**src/rtl/parity_stream_acc.sv**
```systemverilog
// ============================================================================
//  Module   : parity_stream_acc
//  Purpose  : Streaming parity checker/generator. Reports parity per beat or
//             accumulates it over a packet, behind one registered output slot.
//  Revision : 1.0  initial release
// ============================================================================
`default_nettype none

module parity_stream_acc #(
    parameter int WIDTH   = 8,
    parameter bit ODD     = 1'b0,
    parameter int COUNT_W = 8
) (
    input  logic               clk,
    input  logic               rst_n,
    input  logic               mode,
    input  logic               in_valid,
    output logic               in_ready,
    input  logic [WIDTH-1:0]   in_data,
    input  logic               in_last,
    output logic               out_valid,
    input  logic               out_ready,
    output logic               out_parity,
    output logic [COUNT_W-1:0] out_count
);

    typedef enum logic [0:0] {
        S_IDLE = 1'b0,
        S_ACC  = 1'b1
    } state_t;

    localparam logic [COUNT_W-1:0] c_cnt_one = COUNT_W'(1);
    localparam logic [COUNT_W-1:0] c_cnt_max = {COUNT_W{1'b1}};

    state_t               state_q, state_d;
    logic                 acc_q, acc_d;
    logic [COUNT_W-1:0]   cnt_q, cnt_d;
    logic                 pkt_mode_q, pkt_mode_d;
    logic                 out_valid_q, out_valid_d;
    logic                 out_parity_q, out_parity_d;
    logic [COUNT_W-1:0]   out_count_q, out_count_d;

    logic                 w_accept;
    logic                 w_beat_xor;
    logic                 w_acc_next;
    logic [COUNT_W-1:0]   w_cnt_next;

    // The output slot frees up in the same cycle it is popped, so a new
    // result can land with no bubble.
    assign in_ready   = !out_valid_q || out_ready;
    assign w_accept   = in_valid && in_ready;
    assign w_beat_xor = ^in_data;
    assign w_acc_next = acc_q ^ w_beat_xor;
    assign w_cnt_next = (cnt_q == c_cnt_max) ? cnt_q : (cnt_q + c_cnt_one);

    assign out_valid  = out_valid_q;
    assign out_parity = out_parity_q;
    assign out_count  = out_count_q;

    always_comb begin
        state_d      = state_q;
        acc_d        = acc_q;
        cnt_d        = cnt_q;
        pkt_mode_d   = pkt_mode_q;
        out_valid_d  = out_valid_q && !out_ready;
        out_parity_d = out_parity_q;
        out_count_d  = out_count_q;

        if (w_accept) begin
            case (state_q)
                S_IDLE: begin
                    pkt_mode_d = mode;
                    if (!mode || in_last) begin
                        out_valid_d  = 1'b1;
                        out_parity_d = w_beat_xor ^ ODD;
                        out_count_d  = c_cnt_one;
                    end else begin
                        acc_d   = w_beat_xor;
                        cnt_d   = c_cnt_one;
                        state_d = S_ACC;
                    end
                end
                S_ACC: begin
                    // pkt_mode_q is always set here; closing on a clear value
                    // keeps a corrupted latch from wedging the packet open.
                    if (in_last || !pkt_mode_q) begin
                        out_valid_d  = 1'b1;
                        out_parity_d = w_acc_next ^ ODD;
                        out_count_d  = w_cnt_next;
                        acc_d        = 1'b0;
                        cnt_d        = '0;
                        state_d      = S_IDLE;
                    end else begin
                        acc_d = w_acc_next;
                        cnt_d = w_cnt_next;
                    end
                end
                default: begin
                    state_d = S_IDLE;
                end
            endcase
        end
    end

    always_ff @(posedge clk or negedge rst_n) begin
        if (!rst_n) begin
            state_q      <= S_IDLE;
            acc_q        <= 1'b0;
            cnt_q        <= '0;
            pkt_mode_q   <= 1'b0;
            out_valid_q  <= 1'b0;
            out_parity_q <= 1'b0;
            out_count_q  <= '0;
        end else begin
            state_q      <= state_d;
            acc_q        <= acc_d;
            cnt_q        <= cnt_d;
            pkt_mode_q   <= pkt_mode_d;
            out_valid_q  <= out_valid_d;
            out_parity_q <= out_parity_d;
            out_count_q  <= out_count_d;
        end
    end

endmodule

`default_nettype wire

```
**config.mk**
```make
export PLATFORM = sky130hd
export DESIGN_NAME = parity_stream_acc
export DESIGN_NICKNAME = d
export VERILOG_FILES = /design/src/rtl/parity_stream_acc.sv
export SDC_FILE = /design/constraint.sdc
export NUM_CORES = 1
export LEC_CHECK = 0
export ABC_AREA = 1
export BUFFER_PORTS_ARGS = -buffer_cell sky130_fd_sc_hd__buf_2
export CAP_MARGIN = 20
export CORE_MARGIN = 3
export CORE_UTILIZATION = 50
export DETAILED_ROUTE_END_ITERATION = 10
export HOLD_SLACK_MARGIN = 0.08
export PLACE_DENSITY = 0.73
export RECOVER_POWER = 25
export SYNTH_ARGS = -nofsm -noshare
export SYNTH_HDL_FRONTEND = slang
export SYNTH_SLANG_ARGS = --single-unit
```
**constraint.sdc**
```tcl
create_clock -name clk -period 1.5 [get_ports clk]
set_clock_uncertainty 0.05 [all_clocks]
set_input_delay 0.375 -clock clk [delete_from_list [all_inputs] [get_ports clk]]
set_output_delay 0.375 -clock clk [all_outputs]
set_load 0.005 [all_outputs]
```
==> flow_summary.json <==
{
  "status": "finished clean",
  "cts_buffers": 3,
  "antenna_found_initial": 0,
  "place_area_mm2": 0.00144,
  "synth_edf_count": 0,
  "grt_pass1_vias": 1107,
  "fp.dieArea_mm2": 0.00319,
  "gr-total-overflow": 0,
  "final_common_cell": "nand2_1",
  "hold_depth": 2,
  "fin_crit_ns": 1.50,
  "cpMaxStageDelayCell": "dfrtp_1",
  "slew-limit-headroom": 0.653,
  "synthArstFlopShare": 1.00,
  "ys.flop_type": "dfrtp_1",
  "clock-root-buffer": "clkbuf_4",
  "syn_area_mm2": 0.00128,
  "gr-usage-met3": 0.0506,
  "clk_latency_ns": 0.31,
  "worst_pin_slew_ns": 0.521,
  "finalNonFillerCells": 242,
  "cts_sinks": 21,
  "grt_max_degree": 22,
  "critPathCaptureType": "register",
  "gr-usage-met2": 0.299,
  "vias": 1226,
  "grt_pass1_wl_mm": 4.62,
  "maxCapViolCount": 0,
  "path_delay_family": "simple AND/OR/NAND/NOR gates",
  "grt_use_met1": 0.238,
  "fp.dieW_um": 56.5,
  "initial_utilization": 0.550,
  "grt_usage": 0.185,
  "pin_count": 25,
  "hold_viol": 0,
  "htree_levels": 1,
  "crit_buf_inv": 2,
  "rr_worst_depth": 10,
  "critPathLaunchType": "register",
  "hold_path.class": "in -> reg",
  "final_antenna_net_count": 0,
  "dr.pass1.iters": 4,
  "cts_tree": "built",
  "drive_above_1_share": 0.276,
  "setup_tns_ns": 0,
  "synth.distinct_cells": 24,
  "routabilityCongestion": 0.860,
  "fin_crit_sh": 0.997,
  "avgRoutedWirePerCell_um": 11.5,
  "busiest_layer": "met2",
  "max_clock_freq_ghz": 0.669,
  "synth_cells": 180,
  "hold_end": "pkt_mode_q",
  "slew_violations": 0,
  "coreArea_mm2": 0.00232,
  "final_cell_mix": "nand2_1, buf_2, dfrtp_1, inv_1, nand3_1",
  "min_from": "mode",
  "die_h_um": 56.5,
  "synth-seq-cells": 21,
  "p_per_area_mw_per_mm2": 1160,
  "ctsLongestPathBuffers": 2,
  "ir_drop_v": 0.00108,
  "dpl.cell_count": 234,
  "grt_setup_unrepaired": "true",
  "layout.nets": 230,
  "r2r_start": "cnt_q[1]",
  "synth_area_per_cell_um2": 7.09,
  "syn_nets": 195,
  "design_area_mm2": 0.00152,
  "drc_errors": 0,
  "dr.first_iter.drc_count": 27,
  "yosysWarnings": 0,
  "synthToLayoutAreaGrowth_pct": 19.0,
  "rows": 17,
  "path_cells": "ha_2 -> nand2_2 -> inv_2 -> nand2_4 -> nor2_4 -> inv_2 -> nor2_2 -> nor2_2 -> nand2_1 -> nand2_1",
  "clk_pin_slew_ns": 0.12,
  "r2r_end": "cnt_q[1]",
  "critical_path_required_ns": 1.66,
  "critPathKind": "reg -> reg",
  "max_stage_delay_ns": 0.38,
  "crit_path_max_fanout": 5,
  "antenna-diode-count": 0,
  "yosysSeqAreaShare": 0.412,
  "r2r_slack_ns": 0.005,
  "crit_arrival_ns": 1.65,
  "hpwl_mm": 2.14,
  "wl_mm": 2.78,
  "avgViaCountPerCell": 5.07,
  "io_buffers": 24,
  "p_leak_uw": 0.000863,
  "setup_viol": 0
}
==> worst max path at each step <==
stage,startpoint,endpoint,slack [ns],cells past startpoint
after floorplan,cnt_q[0],cnt_q[0],0.18,10
after global placement,cnt_q[0],cnt_q[1],0.06,10
after detailed placement,out_ready,cnt_q[6],-0.02,8
after CTS,cnt_q[0],cnt_q[1],0.02,10
after global routing,cnt_q[1],cnt_q[0],-0.09,10
final,cnt_q[1],cnt_q[1],0.005,10
==> final cells by class <==
class	count	area (µm²)
multi-input cells	135	662
clock inverters	1	5.00
flip-flops and latches	21	526
clock buffers	3	22.5
inverters	21	78.8
fillers	201	800
well taps	28	35.0
repair buffers	33	190
==> metrics by stage <==
step	hold slack, ns	total power (µW)	util	setup slack [ns]
2_1_floorplan	0.0294	1230	-	0.181
3_3_place_gp	0.299	1420	0.621	0.0590
4_1_cts	0.251	1740	0.637	0.0161
3_5_place_dp	0.307	1450	0.621	-0.0209
6_report	0.263	1760	0.655	0.00486
5_1_grt	0.254	1890	0.655	-0.0928
==> report_power, final <==
| group | internal (µW) | switching (µW) | total [µW] |
|---|---|---|---|
| clock network | 99.7 | 175 | 275 |
| registers | 679 | 75.6 | 754 |
| logic | 296 | 435 | 731 |
==> cells in the mapped netlist (2+ instances only) <==
library cell  count  area, µm²
nand2_2           3       18.8
dfrtp_1          21        526
nand2_4           2       22.5
nor2_4            3       33.8
nor2_1           10       37.5
buf_6             2       22.5
o21ai_1           2       10.0
o21ai_0          10       50.1
inv_2             2       7.51
inv_1            19       71.3
nand2_1          81        304
nand4_1           3       18.8
a21oi_1           3       15.0
nand3_1           9       45.0
==> flip-flops by register name, summed over array words and instances, names as in the netlist <==
name        count
pkt_mode_q      1
out_parity      1
out_count       8
acc_q           1
cnt_q           8
out_valid       1
state_q         1
==> per-layer routing <==
| metal | vias up | wire (µm) |
|---|---|---|
| li1 | 627 | - |
| met1 | 557 | 1310 |
| met2 | 38 | 1270 |
| met3 | 4 | 170 |
| met4 | 0 | 24 |
| met5 | - | 0 |
==> worst register-to-register path, cell delays in order (launching register included) <==
cell and delay (ns):
dfrtp_1 0.38, ha_2 0.19, nand2_2 0.06, inv_2 0.09
nand2_4 0.06, nor2_4 0.18, inv_2 0.09, nor2_2 0.12
nor2_2 0.07, nand2_1 0.06, nand2_1 0.05
==> what timing repair did <==
item                                   4_1_cts  5_1_grt
setup endpoints to repair                    0       13
hold buffers                                 1        0
resized for setup                            0       13
endpoints found under the hold margin       21        0
setup buffers                                0        3
==> cell families after synthesis <==
kind of cell / after synthesis / synth area share
flip-flops: 21 / 0.412
AND/OR/NAND/NOR: 113 / 0.388
buffers and inverters: 24 / 0.0853
multiplexers: 1 / 0.00882
adder cells (fa/ha/maj): 1 / 0.00980
AO/OA/AOI/OAI: 19 / 0.0892
XOR/XNOR: 1 / 0.00686
(Power assumes the default switching activity.)
